[src/rtl/idma_axi_read_mo_if.sv]
`default_nettype none
// ============================================================================
// Module      : idma_axi_read_mo_if
// Description : Bundle of the handshake and bus signals of idma_axi_read_mo.
//               Signal names follow the design's port view (_i = into the
//               design, _o = out of the design).
//               Ports grouped here:
//                 dp_req_*   : read-datapath request (offset, tailer, shift,
//                              len, valid/ready)
//                 dp_rsp_*   : per-burst response (resp, len_err,
//                              valid/ready)
//                 axi_r_*    : AXI4 R channel (data, resp, last, valid/ready)
//                 buffer_in* : per-byte push into the realignment buffer
//                 pending_o  : request-queue occupancy
//               Modport slave is the design's view. Modport master is the
//               view of whatever drives and observes the design.
// Revision    : 1.0 - initial release
// ============================================================================
interface idma_axi_read_mo_if #(
   parameter int unsigned StrbWidth      = 16,
   parameter int unsigned NumOutstanding = 4
);
   localparam int unsigned OffW = $clog2(StrbWidth);
   localparam int unsigned CntW = $clog2(NumOutstanding + 1);

   logic [OffW-1:0]        dp_req_offset_i;
   logic [OffW-1:0]        dp_req_tailer_i;
   logic [OffW-1:0]        dp_req_shift_i;
   logic [7:0]             dp_req_len_i;
   logic                   dp_req_valid_i;
   logic                   dp_req_ready_o;

   logic [1:0]             dp_rsp_resp_o;
   logic                   dp_rsp_len_err_o;
   logic                   dp_rsp_valid_o;
   logic                   dp_rsp_ready_i;

   logic [8*StrbWidth-1:0] axi_r_data_i;
   logic [1:0]             axi_r_resp_i;
   logic                   axi_r_last_i;
   logic                   axi_r_valid_i;
   logic                   axi_r_ready_o;

   logic [8*StrbWidth-1:0] buffer_in_o;
   logic [StrbWidth-1:0]   buffer_in_valid_o;
   logic [StrbWidth-1:0]   buffer_in_ready_i;

   logic [CntW-1:0]        pending_o;

   modport slave (
      input  dp_req_offset_i, dp_req_tailer_i, dp_req_shift_i, dp_req_len_i,
      input  dp_req_valid_i,
      output dp_req_ready_o,
      output dp_rsp_resp_o, dp_rsp_len_err_o, dp_rsp_valid_o,
      input  dp_rsp_ready_i,
      input  axi_r_data_i, axi_r_resp_i, axi_r_last_i, axi_r_valid_i,
      output axi_r_ready_o,
      output buffer_in_o, buffer_in_valid_o,
      input  buffer_in_ready_i,
      output pending_o
   );

   modport master (
      output dp_req_offset_i, dp_req_tailer_i, dp_req_shift_i, dp_req_len_i,
      output dp_req_valid_i,
      input  dp_req_ready_o,
      input  dp_rsp_resp_o, dp_rsp_len_err_o, dp_rsp_valid_o,
      output dp_rsp_ready_i,
      output axi_r_data_i, axi_r_resp_i, axi_r_last_i, axi_r_valid_i,
      input  axi_r_ready_o,
      input  buffer_in_o, buffer_in_valid_o,
      output buffer_in_ready_i,
      input  pending_o
   );
endinterface
`default_nettype wire

[src/rtl/idma_axi_read_mo.sv]
`default_nettype none
// ============================================================================
// Module      : idma_axi_read_mo
// Description : Multi-outstanding AXI4 R-channel read task for the iDMA
//               transport layer. Up to NumOutstanding burst descriptors are
//               queued. R beats are consumed in order. Each beat's byte
//               valids are masked (first-beat offset, last-beat tailer) and
//               rotated by the realignment shift before being pushed into
//               the byte buffer. Exactly one response is produced per
//               burst, together with its last beat. It carries the worst
//               RRESP seen and a flag for an RLAST/len mismatch.
// Ports       : clk_i, rst_i (async, active high), bus (slave modport:
//               dp_req_*, dp_rsp_*, axi_r_*, buffer_in_*, pending_o)
// Revision    : 1.0 - initial release
// ============================================================================
module idma_axi_read_mo #(
   parameter int unsigned StrbWidth      = 16,
   parameter int unsigned NumOutstanding = 4,
   parameter int unsigned OffW           = $clog2(StrbWidth),
   parameter int unsigned CntW           = $clog2(NumOutstanding + 1)
) (
   input  logic               clk_i,
   input  logic               rst_i,
   idma_axi_read_mo_if.slave  bus
);
   localparam int unsigned     PtrW       = (NumOutstanding > 1) ? $clog2(NumOutstanding) : 1;
   localparam logic [PtrW-1:0] c_last_ptr = PtrW'(NumOutstanding - 1);
   localparam logic [CntW-1:0] c_depth    = CntW'(NumOutstanding);
   localparam logic [OffW:0]   c_strb     = (OffW + 1)'(StrbWidth);

   typedef struct packed {
      logic [OffW-1:0] offset;
      logic [OffW-1:0] tailer;
      logic [OffW-1:0] shift;
      logic [7:0]      len;
   } req_t;

   // Request queue storage and pointers
   req_t            mem_q [NumOutstanding];
   req_t            mem_d [NumOutstanding];
   logic [PtrW-1:0] wr_ptr_q, wr_ptr_d;
   logic [PtrW-1:0] rd_ptr_q, rd_ptr_d;
   logic [CntW-1:0] occ_q, occ_d;

   // Per-burst progress of the head entry
   logic [7:0]      cnt_q, cnt_d;
   logic [1:0]      acc_q, acc_d;
   logic            overrun_q, overrun_d;

   req_t                   head;
   logic                   full, head_valid, push, pop, first;
   logic                   in_ready, r_ready, beat_acc;
   logic [StrbWidth-1:0]   mask, mask_in;
   logic [2*StrbWidth-1:0] mask_rot;
   logic [OffW:0]          tail_shamt;
   logic [1:0]             resp_max;

   function automatic logic [PtrW-1:0] next_ptr(input logic [PtrW-1:0] p);
      return (p == c_last_ptr) ? '0 : p + PtrW'(1);
   endfunction

   assign full       = (occ_q == c_depth);
   assign head_valid = (occ_q != '0);
   assign head       = mem_q[rd_ptr_q];
   assign first      = (cnt_q == 8'd0);

   // A push while full is refused, even if the head pops this cycle.
   assign push = bus.dp_req_valid_i & ~full;

   // Byte mask in read-data space, then rotated into buffer space.
   assign tail_shamt = c_strb - {1'b0, head.tailer};

   always_comb begin
      mask = '1;
      if (first) begin
         mask &= ({StrbWidth{1'b1}} << head.offset);
      end
      if (bus.axi_r_last_i && (head.tailer != '0)) begin
         mask &= ({StrbWidth{1'b1}} >> tail_shamt);
      end
      mask_rot = {mask, mask} >> head.shift;
      mask_in  = mask_rot[StrbWidth-1:0];
   end

   // Only buffer lanes that will receive a byte need to be ready.
   assign in_ready = &(bus.buffer_in_ready_i | ~mask_in);

   // The last beat also waits for the response channel, since the response
   // handshake is the last-beat handshake.
   assign r_ready  = head_valid & in_ready & (~bus.axi_r_last_i | bus.dp_rsp_ready_i);
   assign beat_acc = bus.axi_r_valid_i & r_ready;
   assign pop      = beat_acc & bus.axi_r_last_i;

   assign resp_max = (bus.axi_r_resp_i > acc_q) ? bus.axi_r_resp_i : acc_q;

   assign bus.dp_req_ready_o    = ~full & ~rst_i;
   assign bus.axi_r_ready_o     = r_ready;
   assign bus.buffer_in_o       = bus.axi_r_data_i;
   assign bus.buffer_in_valid_o = beat_acc ? mask_in : '0;
   assign bus.dp_rsp_valid_o    = bus.axi_r_valid_i & bus.axi_r_last_i & head_valid & in_ready;
   assign bus.dp_rsp_resp_o     = resp_max;
   assign bus.dp_rsp_len_err_o  = overrun_q | (cnt_q != head.len);
   assign bus.pending_o         = occ_q;

   // Queue storage write
   always_comb begin
      mem_d = mem_q;
      if (push) begin
         mem_d[wr_ptr_q] = '{offset: bus.dp_req_offset_i,
                             tailer: bus.dp_req_tailer_i,
                             shift:  bus.dp_req_shift_i,
                             len:    bus.dp_req_len_i};
      end
   end

   always_ff @(posedge clk_i) begin
      mem_q <= mem_d;
   end

   // Pointers, occupancy and burst progress
   always_comb begin
      wr_ptr_d  = wr_ptr_q;
      rd_ptr_d  = rd_ptr_q;
      occ_d     = occ_q;
      cnt_d     = cnt_q;
      acc_d     = acc_q;
      overrun_d = overrun_q;

      if (push) begin
         wr_ptr_d = next_ptr(wr_ptr_q);
      end
      if (pop) begin
         rd_ptr_d = next_ptr(rd_ptr_q);
      end
      if (push && !pop) begin
         occ_d = occ_q + CntW'(1);
      end else if (pop && !push) begin
         occ_d = occ_q - CntW'(1);
      end

      if (beat_acc) begin
         if (bus.axi_r_last_i) begin
            cnt_d     = 8'd0;
            acc_d     = 2'd0;
            overrun_d = 1'b0;
         end else begin
            cnt_d = cnt_q + 8'd1;
            acc_d = resp_max;
            // A non-last beat at index len means RLAST is overdue. The
            // counter alone cannot show this once it moves past len.
            if (cnt_q == head.len) begin
               overrun_d = 1'b1;
            end
         end
      end
   end

   always_ff @(posedge clk_i or posedge rst_i) begin
      if (rst_i) begin
         wr_ptr_q  <= '0;
         rd_ptr_q  <= '0;
         occ_q     <= '0;
         cnt_q     <= 8'd0;
         acc_q     <= 2'd0;
         overrun_q <= 1'b0;
      end else begin
         wr_ptr_q  <= wr_ptr_d;
         rd_ptr_q  <= rd_ptr_d;
         occ_q     <= occ_d;
         cnt_q     <= cnt_d;
         acc_q     <= acc_d;
         overrun_q <= overrun_d;
      end
   end
endmodule
`default_nettype wire

[src/flat_wrapper.sv]
// flat-port wrapper written by rule: the top's interface ports become plain ports
module idma_axi_read_mo_flat 
#(
   parameter int unsigned StrbWidth      = 16,
   parameter int unsigned NumOutstanding = 4,
   parameter int unsigned OffW           = $clog2(StrbWidth),
   parameter int unsigned CntW           = $clog2(NumOutstanding + 1)
)
  (clk_i, rst_i, bus_dp_req_offset_i, bus_dp_req_tailer_i, bus_dp_req_shift_i, bus_dp_req_len_i, bus_dp_req_valid_i, bus_dp_req_ready_o, bus_dp_rsp_resp_o, bus_dp_rsp_len_err_o, bus_dp_rsp_valid_o, bus_dp_rsp_ready_i, bus_axi_r_data_i, bus_axi_r_resp_i, bus_axi_r_last_i, bus_axi_r_valid_i, bus_axi_r_ready_o, bus_buffer_in_o, bus_buffer_in_valid_o, bus_buffer_in_ready_i, bus_pending_o);
  idma_axi_read_mo_if #(.StrbWidth(StrbWidth), .NumOutstanding(NumOutstanding)) bus_i ();
  input  logic clk_i;
  input  logic rst_i;
  input wire logic [$bits(bus_i.dp_req_offset_i)-1:0] bus_dp_req_offset_i;
  input wire logic [$bits(bus_i.dp_req_tailer_i)-1:0] bus_dp_req_tailer_i;
  input wire logic [$bits(bus_i.dp_req_shift_i)-1:0] bus_dp_req_shift_i;
  input wire logic [$bits(bus_i.dp_req_len_i)-1:0] bus_dp_req_len_i;
  input wire logic [$bits(bus_i.dp_req_valid_i)-1:0] bus_dp_req_valid_i;
  output wire logic [$bits(bus_i.dp_req_ready_o)-1:0] bus_dp_req_ready_o;
  output wire logic [$bits(bus_i.dp_rsp_resp_o)-1:0] bus_dp_rsp_resp_o;
  output wire logic [$bits(bus_i.dp_rsp_len_err_o)-1:0] bus_dp_rsp_len_err_o;
  output wire logic [$bits(bus_i.dp_rsp_valid_o)-1:0] bus_dp_rsp_valid_o;
  input wire logic [$bits(bus_i.dp_rsp_ready_i)-1:0] bus_dp_rsp_ready_i;
  input wire logic [$bits(bus_i.axi_r_data_i)-1:0] bus_axi_r_data_i;
  input wire logic [$bits(bus_i.axi_r_resp_i)-1:0] bus_axi_r_resp_i;
  input wire logic [$bits(bus_i.axi_r_last_i)-1:0] bus_axi_r_last_i;
  input wire logic [$bits(bus_i.axi_r_valid_i)-1:0] bus_axi_r_valid_i;
  output wire logic [$bits(bus_i.axi_r_ready_o)-1:0] bus_axi_r_ready_o;
  output wire logic [$bits(bus_i.buffer_in_o)-1:0] bus_buffer_in_o;
  output wire logic [$bits(bus_i.buffer_in_valid_o)-1:0] bus_buffer_in_valid_o;
  input wire logic [$bits(bus_i.buffer_in_ready_i)-1:0] bus_buffer_in_ready_i;
  output wire logic [$bits(bus_i.pending_o)-1:0] bus_pending_o;
  assign bus_i.dp_req_offset_i = bus_dp_req_offset_i;
  assign bus_i.dp_req_tailer_i = bus_dp_req_tailer_i;
  assign bus_i.dp_req_shift_i = bus_dp_req_shift_i;
  assign bus_i.dp_req_len_i = bus_dp_req_len_i;
  assign bus_i.dp_req_valid_i = bus_dp_req_valid_i;
  assign bus_dp_req_ready_o = bus_i.dp_req_ready_o;
  assign bus_dp_rsp_resp_o = bus_i.dp_rsp_resp_o;
  assign bus_dp_rsp_len_err_o = bus_i.dp_rsp_len_err_o;
  assign bus_dp_rsp_valid_o = bus_i.dp_rsp_valid_o;
  assign bus_i.dp_rsp_ready_i = bus_dp_rsp_ready_i;
  assign bus_i.axi_r_data_i = bus_axi_r_data_i;
  assign bus_i.axi_r_resp_i = bus_axi_r_resp_i;
  assign bus_i.axi_r_last_i = bus_axi_r_last_i;
  assign bus_i.axi_r_valid_i = bus_axi_r_valid_i;
  assign bus_axi_r_ready_o = bus_i.axi_r_ready_o;
  assign bus_buffer_in_o = bus_i.buffer_in_o;
  assign bus_buffer_in_valid_o = bus_i.buffer_in_valid_o;
  assign bus_i.buffer_in_ready_i = bus_buffer_in_ready_i;
  assign bus_pending_o = bus_i.pending_o;
  idma_axi_read_mo #(.StrbWidth(StrbWidth), .NumOutstanding(NumOutstanding), .OffW(OffW), .CntW(CntW)) u_core (.clk_i(clk_i), .rst_i(rst_i), .bus(bus_i));
endmodule
[config.mk]
export PLATFORM = sky130hd
export DESIGN_NAME = idma_axi_read_mo_flat
export DESIGN_NICKNAME = d
export VERILOG_FILES = /design/src/rtl/idma_axi_read_mo_if.sv /design/src/rtl/idma_axi_read_mo.sv /design/src/flat_wrapper.sv
export SDC_FILE = /design/constraint.sdc
export NUM_CORES = 1
export LEC_CHECK = 0
export BUFFER_PORTS_ARGS = -buffer_cell sky130_fd_sc_hd__buf_2
export CAP_MARGIN = 10
export CORE_AREA = 2 2 125 127
export CTS_BUF_LIST = sky130_fd_sc_hd__clkbuf_16
export DETAILED_ROUTE_END_ITERATION = 12
export DIE_AREA = 0 0 127 129
export PLACE_DENSITY = 0.92
export SYNTH_ARGS = -nofsm -noshare
export SYNTH_HDL_FRONTEND = slang
export SYNTH_SLANG_ARGS = --single-unit
[constraint.sdc]
create_clock -name clk_i -period 8.2 [get_ports clk_i]
set_input_delay 2.05 -clock clk_i [delete_from_list [all_inputs] [get_ports clk_i]]
set_output_delay 2.05 -clock clk_i [all_outputs]
set_load 0.01 [all_outputs]
==> out/qor.yml, run 1 <==
synth:
  synthFlopType: "edfxtp_1"
  synth-edff-count: 80
  synth_seq_area_share_pct: 39.3
  postSynthCellCount: 700
  avgSynthCellArea_sq_um: 10.4
  ys_warn_count: 0
  synth_area_sq_um: 7260
  synthArstFlopShare_pct: 18.4
  ys_types: 78
  synth_fp_nets: 887
  ys_ff_latch: 98
sta:
  tns_ns: 0
  rsz0062_at_grt: "false"
  setup_viol: 0
  fin_crit_sh_pct: 94.5
  hold_viol_final: 0
  fin_ws_ns: 0.451
  worstMarginPinSlew_ns: 1.09
  fmax_ghz: 0.129
  maxSlewViolCount: 0
  period_minus_slack_ns: 7.75
  clock_skew_ns: 0.00893
  hold_slack_ns: 0.519
  slew_headroom_pct: 27.2
routing:
  drc: 0
  totalWireLength_microns: 22500
  vias_per_cell: 6.84
  drtPass1Iterations: 7
  avgRoutedWirePerCell_microns: 27.5
  drt_iter0_markers: 686
  final_antenna_net_count: 0
  via_count: 5611
finish:
  nets: 814
  final_area_sq_um: 7080
  synthToLayoutAreaGrowth_pct: -2.46
  n_antenna_cell: 0
  fin_util_pct: 47.3
  drive_gt1_share_pct: 23.1
  layout.cells.non_filler: 820
  fillers: 1304
floorplan:
  die_y_microns: 129
  start_util_pct: 48.5
  row_count: 45
  ios: 325
  fp.dieW_microns: 127
  die_area_sq_um: 16400
  coreArea_sq_um: 15000
critical_path:
  critical_path_arrival_ns: 5.70
  slowest_delay_ns: 0.60
  crit_chain: "buf_2 > inv_1 > nor3b_1 > a221oi_2 > buf_4 > a32oi_1 > mux2_2 > a21oi_1 > mux2_2 > a2111oi_4 > and2b_1 > nand2_2 > nor3_1 > buf_2"
  cp.required_ns: 6.15
  crit_fanout: 16
  slowest_stage: "a2111oi_4"
  crit_buf_inv: 4
  critPathTopFamily: "simple AND/OR/NAND/NOR gates"
  worst_r2r_path_depth: 19
  cp-end-kind: "output pin"
  critPathKind: "in2out"
  reg2reg_to: "u_core.bus.pending_o[1]"
  start_kind: "input port"
  rr_startpoint: "u_core.rd_ptr_q[0]"
  r2r_slack_ns: 2.16
grt:
  grt_pass1_vias: 5348
  antenna_found_initial: 2
  gr-total-overflow: 0
  grt_use_total_pct: 26.9
  grt_max_degree: 28
  grt_pass1_wl_microns: 32800
cts:
  cts.sinks: 98
  htree_levels: 3
  path_clk_slew_ns: 0.06
  clk_latency_ns: 0.35
  clockBufferDepth: 2
  cts_tree: "done"
  cts_setup_buffers: 0
  cts-root-buf: "clkbuf_16"
  cts_buffers: 9
placement:
  dpl_cell_area_sq_um: 6790
  preCtsSetupSlack_ns: 0.403
  place_inst: 804
  port_buffers: 68
  gp_congestion: 1.10
  hpwl_microns: 17400
run_status:
  status: "finished, final reports clean"
pwr:
  power.total_mw: 1.83
  peakVddDrop_uv: 176
  power_density_nw_per_um2: 258
  cellLeakagePower_nw: 2.69
worst_hold_path:
  hold_depth: 2
  min_path_type: "reg2reg"
  min_from: "u_core.overrun_q"
  whs_endpoint: "u_core.overrun_q"
flow_run:
  drv_cap: 0
-- metal layers --
layer / wire [microns] / GRT usage, % / vias up
li1: - / - / 2349
met3: 3850 / 16.1 / 118
met5: 123 / 5.59 / -
met2: 10600 / 43.2 / 511
met1: 6750 / 27.8 / 2629
met4: 1140 / 12.7 / 4
-- sequential cells by signal (all words and copies together) (netlist names) --
register	count
u_core.cnt_q	8
u_core.bus.pending_o	3
u_core.mem_q	80
u_core.wr_ptr_q	2
u_core.rd_ptr_q	2
u_core.overrun_q	1
u_core.acc_q	2
-- layout make-up --
| cell class | instances | area (sq um) | share of cell area, % |
|---|---|---|---|
| Timing Repair Buffer | 76 | 400 | 5.65 |
| Sequential cell | 98 | 2860 | 40.3 |
| Multi-Input combinational cell | 421 | 3220 | 45.5 |
| Inverter | 21 | 78.8 | 1.11 |
| Tap cell | 188 | 235 | 3.32 |
| Clock buffer | 9 | 225 | 3.18 |
| Clock inverter | 7 | 66.3 | 0.936 |
-- worst max-delay path by stage --
stage,cells after the start,to,start,slack [ns]
after floorplan,13,bus_buffer_in_valid_o[13],bus_axi_r_last_i,1.13
after global placement,14,bus_buffer_in_valid_o[7],bus_axi_r_last_i,0.53
after detailed placement,14,bus_buffer_in_valid_o[7],bus_axi_r_last_i,0.40
after CTS,16,bus_buffer_in_valid_o[7],u_core.rd_ptr_q[0],0.24
after global routing,16,bus_buffer_in_valid_o[7],u_core.rd_ptr_q[0],0.06
final,14,bus_buffer_in_valid_o[7],bus_axi_r_last_i,0.45
-- where the power goes --
group | switching, mW | total (mW) | internal (mW)
Combinational | 0.452 | 0.716 | 0.264
Clock | 0.170 | 0.405 | 0.235
Sequential | 0.0549 | 0.704 | 0.649
Total | 0.677 | 1.83 | 1.15
-- synthesized netlist by cell type, types with 5 or more instances --
cell type / n / area [sq um]
a21oi_1: 29 / 145
xnor2_1: 9 / 78.8
nand3_1: 11 / 55.1
and2_1: 13 / 81.3
mux2_2: 14 / 158
nor3_1: 16 / 80.1
and3_1: 13 / 81.3
o21ai_0: 29 / 145
buf_4: 129 / 968
o21a_1: 5 / 37.5
mux2i_1: 23 / 230
buf_2: 5 / 25.0
o211ai_1: 5 / 37.5
nand2_1: 49 / 184
a211oi_1: 8 / 60.1
dfrtp_1: 18 / 450
mux4_2: 19 / 428
o31ai_1: 5 / 37.5
clkbuf_1: 19 / 71.3
edfxtp_1: 80 / 2400
a31oi_1: 5 / 31.3
inv_1: 21 / 78.8
a31o_2: 5 / 43.8
o2111ai_1: 7 / 61.3
nor2_1: 42 / 158
ha_1: 14 / 175
nand4_1: 7 / 43.8
-- layout by cell type, fill, tap and decap left out, drive strengths merged, types with 4 or more instances in the layout --
master,instances
edfxtp,80
buf,76
nand2,50
nor2,42
o21ai,30
a21oi,29
mux2i,23
inv,23
mux4,19
dfrtp,18
nor3,16
mux2,15
ha,14
and3,13
and2,13
nand3,11
xnor2,9
clkbuf,9
a211oi,8
nand4,8
o2111ai,7
o21a,5
a31o,5
a31oi,5
o31ai,5
o211ai,5
nor4,5
and4,4
or3,4
o211a,4
a221o,4
a22oi,4
nor3b,4
or2,4
nor4b,4
a2111oi,4
-- worst register-to-register path, delay by kind of cell (launching register included) --
kind | cells | cell delay (ns)
and+or+nand+nor | 5 | 1.39
adders and majority gates | 4 | 1.24
AOI/OAI and AO/OA | 4 | 1.19
muxes | 3 | 1.18
DFF | 1 | 0.65
buffers and inverters | 3 | 0.28
-- kinds of logic after synthesis --
family                   share of synthesized area [%]
adder cells (fa/ha/maj)                           2.69
flip-flops                                        39.3
XOR/XNOR                                          1.45
AO/OA/AOI/OAI                                     15.3
buffers and inverters                             16.4
multiplexers                                      11.4
AND/OR/NAND/NOR                                   13.5
-- timing repair --
action                                  CTS  global route
endpoints found under the setup margin    0             1
resized for setup                         0             1
hold buffers                              0             0
endpoints found under the hold margin     0             0
(Power assumes the default switching activity.)
==> run 2, diff against run 1 <==
--- a/config.mk
+++ b/config.mk
@@ -7,11 +7,11 @@
 export LEC_CHECK = 0
 export BUFFER_PORTS_ARGS = -buffer_cell sky130_fd_sc_hd__buf_2
 export CAP_MARGIN = 10
-export CORE_AREA = 2 2 125 127
+export CORE_ASPECT_RATIO = 1.1
+export CORE_UTILIZATION = 44
 export CTS_BUF_LIST = sky130_fd_sc_hd__clkbuf_16
 export DETAILED_ROUTE_END_ITERATION = 12
-export DIE_AREA = 0 0 127 129
-export PLACE_DENSITY = 0.92
+export PLACE_DENSITY = 0.88
 export SYNTH_ARGS = -nofsm -noshare
 export SYNTH_HDL_FRONTEND = slang
 export SYNTH_SLANG_ARGS = --single-unit
==> constraint.sdc (replaced) <==
create_clock -name clk_i -period 6.9 [get_ports clk_i]
set_input_delay 1.725 -clock clk_i [delete_from_list [all_inputs] [get_ports clk_i]]
set_output_delay 1.725 -clock clk_i [all_outputs]
set_load 0.01 [all_outputs]
==> run 2 against run 1 <==
Sequential cell count did not move. Final area is 3.5% higher. Clock skew up 0.00054 ns. Clock power is 9.1% higher. Worst hold slack better by 0.027 ns. Sequential share of layout area is 1.4 points lower. Critical path depth increased by 1. Power rose by 19%. Via count shrank 2.2%. Clock-buffer cell count is the same. Combinational power is 26% higher. Core utilization shrank 1.2 points. Critical path type unchanged.
==> out/qor.yml, run 2 (synthesized netlist as in run 1, its figures left out) <==
sta:
  fin_crit_sh_pct: 97.2
  maxSlewViolCount: 0  # unchanged
  period_minus_slack_ns: 6.71
  slew_headroom_pct: 30.7  # was 27.2%
  clock_skew_ns: 0.00947  # was 0.00893 ns
  fmax_ghz: 0.149
  worstMarginPinSlew_ns: 1.04  # was 1.09 ns
  setup_viol: 0  # unchanged
  hold_viol_final: 0  # unchanged
floorplan:
  row_count: 48  # was 45
  start_util_pct: 45.6  # was 48.5%
  ios: 325  # unchanged
  die_area_sq_um: 17000  # was 16,400 sq um
  fp.dieW_microns: 124  # was 127 microns
  die_y_microns: 137  # was 129 microns
  coreArea_sq_um: 15900  # was 15,000 sq um
finish:
  drive_gt1_share_pct: 27.1  # was 23.1%
  largest_register: "u_core.mem_q"  # unchanged
  synthToLayoutAreaGrowth_pct: 0.913  # was -2.46%
  nets: 837  # was 814
  final_common_cell: "edfxtp_1"  # unchanged
  n_antenna_cell: 0  # unchanged
  largest_reg_flops: 80  # unchanged
  layout.cells.non_filler: 854  # was 820
  fillers: 1364  # was 1,304
  layout_common_cells: "edfxtp_1 (80), buf_2 (68), nand2_1 (49), nor2_1 (42)"  # unchanged
routing:
  drc: 0  # unchanged
  drtPass1Iterations: 6  # was 7
  drt_iter0_markers: 688  # was 686
  top_layer: "met5"  # unchanged
  wl_met1_microns: 7030  # was 6750 microns
  met3_length_microns: 3180  # was 3850 microns
  vias_per_cell: 6.43  # was 6.84
  final_antenna_net_count: 0  # unchanged
  avgRoutedWirePerCell_microns: 26.5  # was 27.5 microns
  totalWireLength_microns: 22600  # was 22,500 microns
  via_count: 5490  # was 5,611
  met2_length_microns: 11000  # was 10,600 microns
placement:
  place_inst: 835  # was 804
  port_buffers: 68  # unchanged
  hpwl_microns: 17300  # was 17,400 microns
  gp_congestion: 0.985  # was 1.10
grt:
  grt_pass1_vias: 5226  # was 5,348
  gr-total-overflow: 0  # unchanged
  grt_use_total_pct: 25.8  # was 26.9%
  antenna_found_initial: 0  # was 2
  grt_max_degree: 32  # was 28
  grt_pass1_wl_microns: 32400  # was 32,800 microns
cts:
  cts_tree: "done"  # unchanged
  clockBufferDepth: 2  # unchanged
  htree_levels: 3  # unchanged
  clk_latency_ns: 0.34  # was 0.35 ns
  cts-root-buf: "clkbuf_16"  # unchanged
  cts_buffers: 9  # unchanged
  cts.sinks: 98  # unchanged
  path_clk_slew_ns: 0.07  # was 0.06 ns
critical_path:
  crit_chain: "buf_2 > inv_1 > nor3b_1 > a221oi_4 > buf_4 > o2111ai_2 > nor3_1 > or3_1 > nor4b_1 > o311a_1 > and4_1 > nand2_2 > buf_12 > a211oi_1 > buf_2"  # was buf_2 > inv_1 > nor3b_1 > a221oi_2 > buf_4 > a32oi_1 > mux2_2 > a21oi_1 > mux2_2 > a2111oi_4 > and2b_1 > nand2_2 > nor3_1 > buf_2
  critical_path_arrival_ns: 4.98  # was 5.70 ns
  start_kind: "input port"  # unchanged
  worst_r2r_path_depth: 19  # unchanged
  crit_buf_inv: 5  # was 4
  cp-end-kind: "output pin"  # unchanged
  slowest_delay_ns: 0.42  # was 0.60 ns
  reg2reg_to: "u_core.bus.pending_o[1]"  # unchanged
  startpoint: "bus_axi_r_last_i"  # unchanged
  slowest_stage: "nor3b_1"  # was a2111oi_4
  cp.required_ns: 5.18  # was 6.15 ns
  rr_startpoint: "u_core.rd_ptr_q[0]"  # unchanged
  critPathTopFamily: "simple AND/OR/NAND/NOR gates"  # unchanged
  crit_fanout: 15  # was 16
  crit_top_cell: "buf_2"
  critPathKind: "in2out"  # unchanged
  r2r_slack_ns: 1.36  # was 2.16 ns
run_status:
  status: "finished, final reports clean"  # unchanged
worst_hold_path:
  min_from: "u_core.overrun_q"  # unchanged
  min_path_type: "reg2reg"  # unchanged
  whs_endpoint: "u_core.overrun_q"  # unchanged
  hold_depth: 2  # unchanged
pwr:
  power.total_mw: 2.18  # was 1.83 mW
  cellLeakagePower_nw: 2.82  # was 2.69 nW
  peakVddDrop_uv: 275  # was 176 uV
  power_density_nw_per_um2: 297  # was 258 nW/um^2
flow_run:
  drv_cap: 0  # unchanged
## run 2: changes by cell type in the layout (fill, tap and decap cells not counted), sizes merged
cell | before | now
bufinv | 1 | 0
buf | 76 | 99
## run 2: metrics by stage
step	TNS (ns)	area, sq um	worst slack (ns)	hold WS [ns]	utilization [%]
finish	0	7330	0.193	0.547	46.0
global placement	0	6980	0.0468	0.503	43.9
global route	-0.00505	7330	-0.00505	0.575	46.0
CTS	0	7260	0.0524	0.551	45.6
detailed placement	0	6980	0.00141	0.541	43.9
floorplan	0	7260	0.476	0.481	-
## run 2: layer usage
metal / vias to the layer above / GRT usage (%)
met2: 419 / 43.6
met1: 2574 / 24.8
met5: - / 2.35
met4: 2 / 15.4
met3: 117 / 13.7
li1: 2378 / -
## run 2: area by class of cell
class	instances	area [sq um]	area share, %
Clock inverter	6	33.8	0.461
Sequential cell	98	2850	38.9
Clock buffer	9	225	3.07
Multi-Input combinational cell	421	3280	44.8
Tap cell	200	250	3.41
Timing Repair Buffer	99	606	8.26
Inverter	21	78.8	1.08
## run 2: repair_timing
action / 4_1_cts / 5_1_grt
setup endpoints to repair: 5 / 18
hold buffers: 0 / 0
resized for setup: 4 / 9
buffers inserted: 0 / 4
pin swaps: 0 / 3
## run 2: report_power, final
| part | total (mW) | leakage, nW | switching [mW] | internal (mW) |
|---|---|---|---|---|
| clock | 0.442 | 0.130 | 0.203 | 0.239 |
| combinational | 0.905 | 1.74 | 0.549 | 0.356 |
| sequential | 0.831 | 0.947 | 0.0601 | 0.771 |
## run 2: tightest hold or removal path, stage by stage, from the launching register on
cell and delay [ns]:
dfrtp_1 0.37, inv_1 0.06, a21oi_1 0.07
## run 2: worst max path at each step
stage / cells past startpoint / to / slack [ns]
4_1_cts: 17 / bus_buffer_in_valid_o[5] / 0.05
3_3_place_gp: 14 / bus_buffer_in_valid_o[15] / 0.05
6_report: 15 / bus_buffer_in_valid_o[9] / 0.19
3_5_place_dp: 14 / bus_buffer_in_valid_o[5] / 0.001
5_1_grt: 15 / bus_buffer_in_valid_o[9] / -0.005
2_1_floorplan: 13 / bus_buffer_in_valid_o[13] / 0.48
